<file path="src/rtl/tdes_decrypt_ctrl_if.sv">
// Handshake and DES-core bus bundle for the 3DES decrypt controller.
// The master modport is the controller's view; the slave modport is its environment.
interface tdes_decrypt_ctrl_if;
    logic        in_valid;
    logic        in_ready;
    logic [63:0] cipher_in;
    logic [63:0] key1;
    logic [63:0] key2;
    logic [63:0] key3;
    logic        out_valid;
    logic        out_ready;
    logic [63:0] plain_out;
    logic        out_error;
    logic        busy;
    logic        des_reset;
    logic [63:0] des_data_in;
    logic [63:0] des_key;
    logic        des_decrypt;
    logic        des_done;
    logic [63:0] des_data_out;

    modport master (
        input  in_valid, cipher_in, key1, key2, key3, out_ready, des_done, des_data_out,
        output in_ready, out_valid, plain_out, out_error, busy,
               des_reset, des_data_in, des_key, des_decrypt
    );

    modport slave (
        output in_valid, cipher_in, key1, key2, key3, out_ready, des_done, des_data_out,
        input  in_ready, out_valid, plain_out, out_error, busy,
               des_reset, des_data_in, des_key, des_decrypt
    );
endinterface

</file>
<file path="src/rtl/tdes_decrypt_ctrl.sv">
// 3DES-EDE decrypt sequencer: runs D(K3), E(K2), D(K1) on one shared iterative
// DES core and returns the plaintext over a valid/ready handshake.
module tdes_decrypt_ctrl #(
    parameter int TIMEOUT_CYCLES = 64,
    parameter int CNT_W          = 7
) (
    input  logic                clk,
    input  logic                reset,
    tdes_decrypt_ctrl_if.master bus
);
    typedef enum logic [1:0] {
        IDLE = 2'd0,
        LOAD = 2'd1,
        RUN  = 2'd2,
        OUT  = 2'd3
    } state_t;

    localparam logic [CNT_W-1:0] CNT_LAST = CNT_W'(TIMEOUT_CYCLES - 1);

    state_t           state_r;
    logic [1:0]       pass_r;
    logic [CNT_W-1:0] cnt_r;
    logic [63:0]      blk_r;
    logic [63:0]      k1_r;
    logic [63:0]      k2_r;
    logic [63:0]      k3_r;

    // Key and core mode for a pass, packed as {key, decrypt}
    function automatic logic [64:0] pass_cfg(input logic [1:0] p, input logic [63:0] ka,
                                             input logic [63:0] kb, input logic [63:0] kc);
        logic [64:0] cfg;
        case (p)
            2'd0:    cfg = {kc, 1'b1};
            2'd1:    cfg = {kb, 1'b0};
            2'd2:    cfg = {ka, 1'b1};
            default: cfg = {kc, 1'b1};
        endcase
        return cfg;
    endfunction

    // Pass sequencer with all core-facing and handshake outputs registered
    always_ff @(posedge clk) begin
        if (reset) begin
            state_r         <= IDLE;
            pass_r          <= 2'd0;
            cnt_r           <= '0;
            blk_r           <= 64'd0;
            k1_r            <= 64'd0;
            k2_r            <= 64'd0;
            k3_r            <= 64'd0;
            bus.in_ready    <= 1'b1;
            bus.out_valid   <= 1'b0;
            bus.plain_out   <= 64'd0;
            bus.out_error   <= 1'b0;
            bus.busy        <= 1'b0;
            bus.des_reset   <= 1'b1;
            bus.des_data_in <= 64'd0;
            bus.des_key     <= 64'd0;
            bus.des_decrypt <= 1'b1;
        end else begin
            case (state_r)
                IDLE: begin
                    if (bus.in_valid) begin
                        blk_r         <= bus.cipher_in;
                        k1_r          <= bus.key1;
                        k2_r          <= bus.key2;
                        k3_r          <= bus.key3;
                        pass_r        <= 2'd0;
                        bus.out_error <= 1'b0;
                        bus.in_ready  <= 1'b0;
                        bus.busy      <= 1'b1;
                        state_r       <= LOAD;
                    end
                end
                LOAD: begin
                    // Core operands latch here and stay put for the whole pass
                    bus.des_data_in                  <= blk_r;
                    {bus.des_key, bus.des_decrypt}   <= pass_cfg(pass_r, k1_r, k2_r, k3_r);
                    cnt_r                            <= '0;
                    bus.des_reset                    <= 1'b0;
                    state_r                          <= RUN;
                end
                RUN: begin
                    cnt_r <= cnt_r + CNT_W'(1);
                    if (bus.des_done) begin
                        blk_r         <= bus.des_data_out;
                        bus.des_reset <= 1'b1;
                        if (pass_r == 2'd2) begin
                            bus.plain_out <= bus.des_data_out;
                            bus.out_valid <= 1'b1;
                            state_r       <= OUT;
                        end else begin
                            pass_r  <= pass_r + 2'd1;
                            state_r <= LOAD;
                        end
                    end else if (cnt_r == CNT_LAST) begin
                        // Core hung: abandon the block and report it
                        blk_r         <= 64'd0;
                        bus.plain_out <= 64'd0;
                        bus.out_error <= 1'b1;
                        bus.out_valid <= 1'b1;
                        bus.des_reset <= 1'b1;
                        state_r       <= OUT;
                    end
                end
                OUT: begin
                    if (bus.out_ready) begin
                        bus.out_valid <= 1'b0;
                        bus.in_ready  <= 1'b1;
                        bus.busy      <= 1'b0;
                        state_r       <= IDLE;
                    end
                end
                default: begin
                    state_r       <= IDLE;
                    bus.in_ready  <= 1'b1;
                    bus.out_valid <= 1'b0;
                    bus.busy      <= 1'b0;
                    bus.des_reset <= 1'b1;
                end
            endcase
        end
    end
endmodule

</file>
<file path="src/flat_wrapper.sv">
// flat-port wrapper written by rule: the top's interface ports become plain ports
module tdes_decrypt_ctrl_flat 
#(
    parameter int TIMEOUT_CYCLES = 64,
    parameter int CNT_W          = 7
)
  (clk, reset, bus_in_valid, bus_cipher_in, bus_key1, bus_key2, bus_key3, bus_out_ready, bus_des_done, bus_des_data_out, bus_in_ready, bus_out_valid, bus_plain_out, bus_out_error, bus_busy, bus_des_reset, bus_des_data_in, bus_des_key, bus_des_decrypt);
  tdes_decrypt_ctrl_if bus_i ();
  input  logic clk;
  input  logic reset;
  input wire logic [$bits(bus_i.in_valid)-1:0] bus_in_valid;
  input wire logic [$bits(bus_i.cipher_in)-1:0] bus_cipher_in;
  input wire logic [$bits(bus_i.key1)-1:0] bus_key1;
  input wire logic [$bits(bus_i.key2)-1:0] bus_key2;
  input wire logic [$bits(bus_i.key3)-1:0] bus_key3;
  input wire logic [$bits(bus_i.out_ready)-1:0] bus_out_ready;
  input wire logic [$bits(bus_i.des_done)-1:0] bus_des_done;
  input wire logic [$bits(bus_i.des_data_out)-1:0] bus_des_data_out;
  output wire logic [$bits(bus_i.in_ready)-1:0] bus_in_ready;
  output wire logic [$bits(bus_i.out_valid)-1:0] bus_out_valid;
  output wire logic [$bits(bus_i.plain_out)-1:0] bus_plain_out;
  output wire logic [$bits(bus_i.out_error)-1:0] bus_out_error;
  output wire logic [$bits(bus_i.busy)-1:0] bus_busy;
  output wire logic [$bits(bus_i.des_reset)-1:0] bus_des_reset;
  output wire logic [$bits(bus_i.des_data_in)-1:0] bus_des_data_in;
  output wire logic [$bits(bus_i.des_key)-1:0] bus_des_key;
  output wire logic [$bits(bus_i.des_decrypt)-1:0] bus_des_decrypt;
  assign bus_i.in_valid = bus_in_valid;
  assign bus_i.cipher_in = bus_cipher_in;
  assign bus_i.key1 = bus_key1;
  assign bus_i.key2 = bus_key2;
  assign bus_i.key3 = bus_key3;
  assign bus_i.out_ready = bus_out_ready;
  assign bus_i.des_done = bus_des_done;
  assign bus_i.des_data_out = bus_des_data_out;
  assign bus_in_ready = bus_i.in_ready;
  assign bus_out_valid = bus_i.out_valid;
  assign bus_plain_out = bus_i.plain_out;
  assign bus_out_error = bus_i.out_error;
  assign bus_busy = bus_i.busy;
  assign bus_des_reset = bus_i.des_reset;
  assign bus_des_data_in = bus_i.des_data_in;
  assign bus_des_key = bus_i.des_key;
  assign bus_des_decrypt = bus_i.des_decrypt;
  tdes_decrypt_ctrl #(.TIMEOUT_CYCLES(TIMEOUT_CYCLES), .CNT_W(CNT_W)) u_core (.clk(clk), .reset(reset), .bus(bus_i));
endmodule
</file>
<file path="config.mk">
export PLATFORM = sky130hd
export DESIGN_NAME = tdes_decrypt_ctrl_flat
export DESIGN_NICKNAME = d
export VERILOG_FILES = /design/src/rtl/tdes_decrypt_ctrl_if.sv /design/src/rtl/tdes_decrypt_ctrl.sv /design/src/flat_wrapper.sv
export SDC_FILE = /design/constraint.sdc
export NUM_CORES = 1
export LEC_CHECK = 0
export CORE_AREA = 5 5 201 203
export DETAILED_ROUTE_END_ITERATION = 10
export DIE_AREA = 0 0 206 208
export MAX_ROUTING_LAYER = met4
export PLACE_DENSITY = 0.8
export SKIP_LAST_GASP = 1
export SLEW_MARGIN = 10
export SYNTH_ARGS = -nofsm -noshare
export SYNTH_HDL_FRONTEND = slang
export SYNTH_SLANG_ARGS = --single-unit
export TNS_END_PERCENT = 50
</file>
<file path="constraint.sdc">
create_clock -name clk -period 2.5 [get_ports clk]
set_input_delay 0.5 -clock clk [delete_from_list [all_inputs] [get_ports clk]]
set_output_delay 0.5 -clock clk [all_outputs]
set_load 0.02 [all_outputs]
</file>
==> results of run 1 <==
## worst min-delay path: stages
cell and delay [ps]:
buf_4 140, o21ai_0 110, a21oi_1 120
## layout by cell type, fill, tap and decap left out, types with 5 or more instances in the layout
master and count:
bufinv_16 5, clkbuf_16 50, mux2i_1 129, nand3_1 68, inv_1 6, a21oi_2 10, a22oi_1 64, buf_12 20
nand2b_1 6, clkdlybuf4s50_1 520, dfxtp_1 465, a21oi_1 255, buf_4 31, diode_2 9, a32o_1 64, o21ai_0 70
nor2_1 140, a311oi_2 10, clkbuf_1 11, clkbuf_8 16, a311oi_1 54, nand2_1 523
## cell families (layout without fill, tap and decap cells)
kind of cell               after synthesis  after routing  synth area share [%]
muxes                                  130            130                  7.17
adders and majority gates                8              8                 0.551
and+or+nand+nor                        751            751                  16.3
buffers and inverters                  201            668                  4.72
AOI/OAI and AO/OA                      539            539                  19.7
DFF                                    465            465                  51.3
other                                    0              9                     0
xor gates and xnor gates                 5              5                 0.241
## synth_stat cells, types with 2 or more instances
cell and instances:
a21oi_1 255, a21oi_2 11, a22oi_1 64, a311oi_1 54
a311oi_2 10, a32o_1 64, and2_1 2, buf_1 17
buf_2 46, buf_4 2, buf_6 5, clkbuf_1 124
dfxtp_1 465, ha_1 8, inv_1 7, mux2i_1 129
nand2_1 524, nand2b_1 6, nand3_1 68, nand4_1 2
nor2_1 141, nor3_1 2, o21ai_0 70, or3_1 3
xnor2_1 2, xor2_1 3
## metal layers
| metal | routed length (um) | GRT usage, % | vias up |
|---|---|---|---|
| li1 | - | - | 8153 |
| met1 | 24300 | 34.8 | 8347 |
| met2 | 30100 | 46.0 | 870 |
| met3 | 5280 | 5.19 | 151 |
| met4 | 2800 | 12.8 | 0 |
| met5 | 0 | - | - |
## per-stage QoR
step | hold WS, ps | std cells
after floorplan | 436 | 2099
after global placement | 441 | 2995
after detailed placement | 446 | 2995
after CTS | 305 | 3084
after global routing | 363 | 3093
final | 335 | 3093
## registers in the layout (all words and copies together) (netlist names), 7 cells and up
name / cells
u_core.bus.des_data_in: 64
u_core.bus.plain_out: 64
u_core.k2_r: 64
u_core.k1_r: 64
u_core.blk_r: 64
u_core.k3_r: 64
u_core.bus.des_key: 64
u_core.cnt_r: 7
## worst min-delay path by stage
stage	endpoint	slack (ps)	cells past startpoint
2_1_floorplan	u_core.k2_r[0]	440	2
3_3_place_gp	u_core.k2_r[52]	440	2
3_5_place_dp	u_core.k2_r[58]	450	2
4_1_cts	u_core.bus.des_reset	310	3
5_1_grt	u_core.bus.des_reset	360	3
6_report	u_core.bus.des_reset	340	3
## where the power goes
group	internal, mW	switching, mW
Sequential	7.91	0.285
Combinational	1.32	1.56
Clock	4.66	2.97
Total	13.9	4.81
## area by class of cell
class | instances | share of cell area (%)
sequential | 465 | 36.3
multi-input combinational | 1433 | 31.4
timing repair buffer | 572 | 22.8
clock buffer | 77 | 5.90
tap | 518 | 2.53
clock inverter | 12 | 0.786
inverter | 7 | 0.103
antenna | 9 | 0.0879
==> summary.txt, run 1 <==
Placement
  – Count of port buffers added during placement: 522
  – Routability-driven placement congestion ratio: 0.906
  – Placement Setup Slack: 337 ps
  – HPWL after DPL: 42600 um
  – Total placed instance area: roughly 24000 um2

STA
  – Setup repair after global routing missed its margin: false
  – Slew at the pin with the worst max-slew slack: between 700 and 800 ps
  – Clock tree skew after final layout: between 20 and 30 ps
  – Hold Violations, Final: 0
  – Max frequency: 467 MHz
  – Normalized max-slew margin: 47.8%
  – Final setup violation count: 0
  – Min Tclk post-route: 2140 ps
  – Final period util: 85.6%
  – Final worst slack: 360 ps
  – Aggregate negative setup slack: 0 ps
  – Pins over their slew limit: 0

Synthesis
  – Synthesized Nets: about 2400
  – Largest cells by area after synthesis: dfxtp_1 (51%), nand2_1 (11%), mux2i_1 (7.1%)
  – Post-synth design cell area: 18200 um2
  – YS warnings: 0
  – Post-synth top area share: 51.3%
  – Top flip-flop cell by instance count after synthesis: dfxtp_1
  – Number of unique standard cell types used by synthesis: 41
  – Biggest area consumer among synthesized cells: dfxtp_1
  – EDFF count, synth: 0
  – Post-synthesis sequential area ratio: approximately half
  – Avg Cell Area, Syn: between 8 and 9 um2
  – Synthesized instance count: around 2100
  – Synth Register Bits: 465
  – Asr flop ratio synth: 0%

Final layout
  – Combined flip-flop and latch cell area: 9310 um2
  – Growth of design area from synthesis to finish: 41.2%
  – Post-Route Utilization: 66.9%
  – Multi-input combinational cell area: about 8100 um2
  – Final nets: 2860
  – Post-layout instance area: approximately 26000 um2
  – Filler Cell Count: 2984
  – Share of final-layout standard cells stronger than drive strength 1: roughly 6.4%

Floorplan
  – Effective utilization at floorplan: 47.4%
  – Number of rows created at floorplan: 72
  – Total die area: 42800 um2
  – I/O pins: 523
  – Core box area: 38300 um2
  – Die Span Y: roughly 210 um
  – Horizontal die dimension: ~210 um

CTS
  – CTS tree: built
  – Max clock buf depth: 3
  – H-tree Lvls: 2
  – Number of buffers inserted to repair setup after CTS: 0
  – CTS clk-pin slew, worst paths: 60 ps
  – # resized after CTS: 0
  – CTS sink count: 465
  – Root buffer cell: clkbuf_16
  – Number of hold buffers added after cts: 0
  – TritonCTS buffer count: 48
  – Latest clock arrival within the worst-skew pair: 590 ps

Worst setup path
  – Reg-to-reg startpoint: u_core.cnt_r[1]
  – Startpoint class of the critical path: flop
  – Depth of the critical timing path with buffers and inverters included: 1
  – Buffering stage count on the worst path with inverters included: 1
  – Critical path's largest stage delay: 670 ps
  – Classification of the worst setup path: reg -> out
  – Cell-by-cell listing of the critical path: clkdlybuf4s50_1
  – Worst path arrival time: 1640 ps
  – Largest fanout on the critical path: 3
  – CP max stage cell: clkdlybuf4s50_1
  – WP data required: 2000 ps
  – Worst setup path startpoint: u_core.bus.busy
  – R2R setup slack: roughly 360 ps
  – Register-to-Register Path Depth: 6
  – Worst r2r dst: u_core.bus.plain_out[62]
  – Sort of element at the end of the critical path: output pin
  – Worst setup path endpoint: bus_busy
  – Cell family with most CP delay: buffers and inverters

Pwr
  – Power density over cell area: 729 nW/um2
  – Cell leakage power: 9.22 nW
  – Worst ir drop on vdd: 0.603 mV
  – Post-route total power: ~19 mW

Detailed routing
  – Detailed router's first-iteration violation count: 1676
  – Total number of vias: 17521
  – Antenna-violating nets left: 0
  – Total detailed-routing wirelength: 62500 um
  – Vias per Instance: 5.66
  – WL/cell: 20.2 um
  – Number of iterations in the first detailed-routing pass: 6
  – DRC violations left: 0

Global routing
  – Number of global-route vias before repair: 17025
  – Global-route wire length before repair: 96300 um
  – GRT Overall Usage: 28.5%
  – Aggregate global routing overflow: 0
  – Pin count of the biggest net entering global routing: roughly 150
  – Initial antenna violation count: 9

Worst hold path
  – Type of the tightest min-delay check: in -> reg
  – Hold Crit Start: bus_des_done

Run status
  – Result of the run: finished, final reports clean

Run
  – Count of max-cap constraint violations: 0
Power figures use the tool's default switching activity.
==> run 2: changes to the inputs <==
--- a/config.mk
+++ b/config.mk
@@ -10,6 +10,7 @@
 export DIE_AREA = 0 0 206 208
 export MAX_ROUTING_LAYER = met4
 export PLACE_DENSITY = 0.8
+export SETUP_SLACK_MARGIN = 0.2
 export SKIP_LAST_GASP = 1
 export SLEW_MARGIN = 10
 export SYNTH_ARGS = -nofsm -noshare
==> results of run 2 <==
No change in the layout: final DEF, timing and power equal those of run 1.
==> run 3: changes to the inputs <==
--- a/config.mk
+++ b/config.mk
@@ -5,11 +5,12 @@
 export SDC_FILE = /design/constraint.sdc
 export NUM_CORES = 1
 export LEC_CHECK = 0
-export CORE_AREA = 5 5 201 203
+export ABC_CLOCK_PERIOD_IN_PS = 2500
+export CORE_AREA = 2 2 204 206
 export DETAILED_ROUTE_END_ITERATION = 10
 export DIE_AREA = 0 0 206 208
 export MAX_ROUTING_LAYER = met4
-export PLACE_DENSITY = 0.8
+export PLACE_DENSITY = 0.76
 export SETUP_SLACK_MARGIN = 0.2
 export SKIP_LAST_GASP = 1
 export SLEW_MARGIN = 10
==> summary.txt, run 3 (synthesis gave the netlist of run 1 again) <==
Run status
  – Result of the run: finished, final reports clean

STA
  – Final setup violation count: 0
  – Max frequency: approximately 450 MHz
  – Final period util: 88.2%
  – Post-Route Hold Slack: 286 ps
  – Min Tclk post-route: between 2000 and 2500 ps
  – Aggregate negative setup slack: 0 ps
  – Normalized max-slew margin: about 33%
  – Clock tree skew after final layout: 15.5 ps
  – Setup repair after global routing missed its margin: true
  – Slew at the pin with the worst max-slew slack: 999 ps
  – Hold Violations, Final: 0
  – Pins over their slew limit: 0

Floorplan
  – Die Span Y: 208 um
  – Effective utilization at floorplan: between 40 and 50%
  – I/O pins: 523
  – Horizontal die dimension: 206 um
  – Total die area: 42800 um2
  – Number of rows created at floorplan: 74
  – Core box area: 40600 um2

Final layout
  – Multi-input combinational cell area: 8070 um2
  – Most frequent cells in the layout: nand2_1 (523), clkdlybuf4s50_1 (520), dfxtp_1 (465)
  – Growth of design area from synthesis to finish: 40.8%
  – Share of final-layout standard cells stronger than drive strength 1: a little over 6%
  – Final nets: 2855
  – Filler Cell Count: approximately 3300
  – Combined flip-flop and latch cell area: about 9300 um2
  – Most common cell after layout, fill and taps aside: nand2_1

Worst setup path
  – Worst path arrival time: 2690 ps
  – Buffering stage count on the worst path with inverters included: 3
  – Critical path's largest stage delay: 440 ps
  – Startpoint class of the critical path: flop
  – R2R setup slack: around 290 ps
  – Sort of element at the end of the critical path: flop
  – CP max stage cell: ha_1
  – Classification of the worst setup path: reg -> reg
  – WP data required: a little under 3000 ps
  – Cell family with most CP delay: compound AO/OA/AOI/OAI gates
  – Cell-by-cell listing of the critical path: inv_1, ha_1, buf_4, o311a_1, nor2_4, buf_12, a311oi_1
  – Largest fanout on the critical path: 64
  – Depth of the critical timing path with buffers and inverters included: 7
  – Worst r2r dst: u_core.blk_r[50]
  – Register-to-Register Path Depth: 7
  – Reg-to-reg startpoint: u_core.state_r[0]

CTS
  – CTS tree: built
  – H-tree Lvls: 2
  – Latest clock arrival within the worst-skew pair: 580 ps
  – Number of buffers inserted to repair setup after CTS: 0
  – CTS clk-pin slew, worst paths: 60 ps
  – Root buffer cell: clkbuf_16
  – TritonCTS buffer count: 49
  – CTS sink count: 465
  – Max clock buf depth: 3

Global routing
  – Aggregate global routing overflow: 0
  – Pin count of the biggest net entering global routing: 226
  – Initial antenna violation count: 15
  – Global-route wire length before repair: between 90000 and 100000 um
  – GRT Overall Usage: between 20% and 30%
  – Number of global-route vias before repair: 16340

Detailed routing
  – WL/cell: 19.6 um
  – Met2 layer wire length in the routed design: 29200 um
  – Routed length on met1: ~24000 um
  – Vias per Instance: 5.52
  – Total number of vias: 17166
  – Top routing layer used: met4
  – Total detailed-routing wirelength: 61000 um
  – Antenna-violating nets left: 0
  – Number of iterations in the first detailed-routing pass: 6
  – DRC violations left: 0
  – Detailed router's first-iteration violation count: 1401
  – Routed met3 length: 5070 um

Placement
  – Routability-driven placement congestion ratio: 0.866
  – HPWL after DPL: 41000 um
  – Count of port buffers added during placement: 522

Worst hold path
  – Type of the tightest min-delay check: in -> reg
  – Instance count along the most critical hold path: 2
  – End point of the worst hold path: u_core.bus.des_data_in[11]
  – Hold Crit Start: reset

Pwr
  – Cell leakage power: approximately 9.2 nW
  – Post-route total power: 18.4 mW
  – Worst ir drop on vdd: 0.466 mV
  – Power density over cell area: 719 nW/um2

Run
  – Count of max-cap constraint violations: 0
## run 3: cell count changes in the layout (fill, tap and decap cells not counted), moves of 2 or more
cell,before,now
clkinv_2,4,6
inv_6,0,2
clkinvlp_4,2,0
clkbuf_8,16,14
bufinv_16,5,2
buf_4,31,23
clkbuf_1,11,14
diode_2,9,16
## run 3: metrics by stage
| step | utilization (%) | worst slack (ps) | area, um2 | instances |
|---|---|---|---|---|
| floorplan | - | 763 | 18200 | 2099 |
| global placement | 58.9 | 403 | 23900 | 3002 |
| detailed placement | 58.9 | 306 | 23900 | 3002 |
| CTS | 62.9 | 270 | 25500 | 3091 |
| global route | 63.0 | 140 | 25600 | 3107 |
| finish | 63.0 | 294 | 25600 | 3108 |
## run 3: timing repair
item                       in CTS  in global routing
hold buffers                    0                  0
hold endpoints to repair        0                  0
resized for setup               0                  1
setup endpoints to repair       0                 33
## run 3: worst max path at each step
stage	slack [ps]	endpoint	startpoint
floorplan	760	u_core.blk_r[25]	u_core.state_r[0]
global placement	400	u_core.bus.plain_out[13]	u_core.cnt_r[0]
detailed placement	310	u_core.bus.plain_out[15]	u_core.cnt_r[0]
CTS	270	u_core.bus.plain_out[26]	u_core.cnt_r[0]
global route	140	u_core.blk_r[41]	u_core.state_r[0]
finish	290	u_core.blk_r[50]	u_core.state_r[0]
## run 3: area by class of cell
class	count	share of cell area, %
clock buffers	79	5.95
well taps	532	2.60
diodes	16	0.157
inverters	7	0.103
repair buffers	565	22.7
multi-input cells	1434	31.6
flip-flops and latches	465	36.4
clock inverters	10	0.421
## run 3: power breakdown
| part | internal, mW | total [mW] | switching [mW] |
|---|---|---|---|
| clock | 4.36 | 7.33 | 2.97 |
| sequential | 7.91 | 8.18 | 0.270 |
| combinational | 1.33 | 2.87 | 1.54 |
| total | 13.6 | 18.4 | 4.78 |
## run 3: worst reg2reg max path, stage by stage (launching register included)
cell	delay, ps
dfxtp_1	350
inv_1	130
ha_1	440
buf_4	240
o311a_1	330
nor2_4	60
buf_12	220
a311oi_1	330
## run 3: per-layer routing
metal  vias up  global-route usage, %
met4         0                   14.8
li1       8137                      -
met1      8172                   32.3
met5         -                      -
met2       699                   44.3
met3       158                   6.56
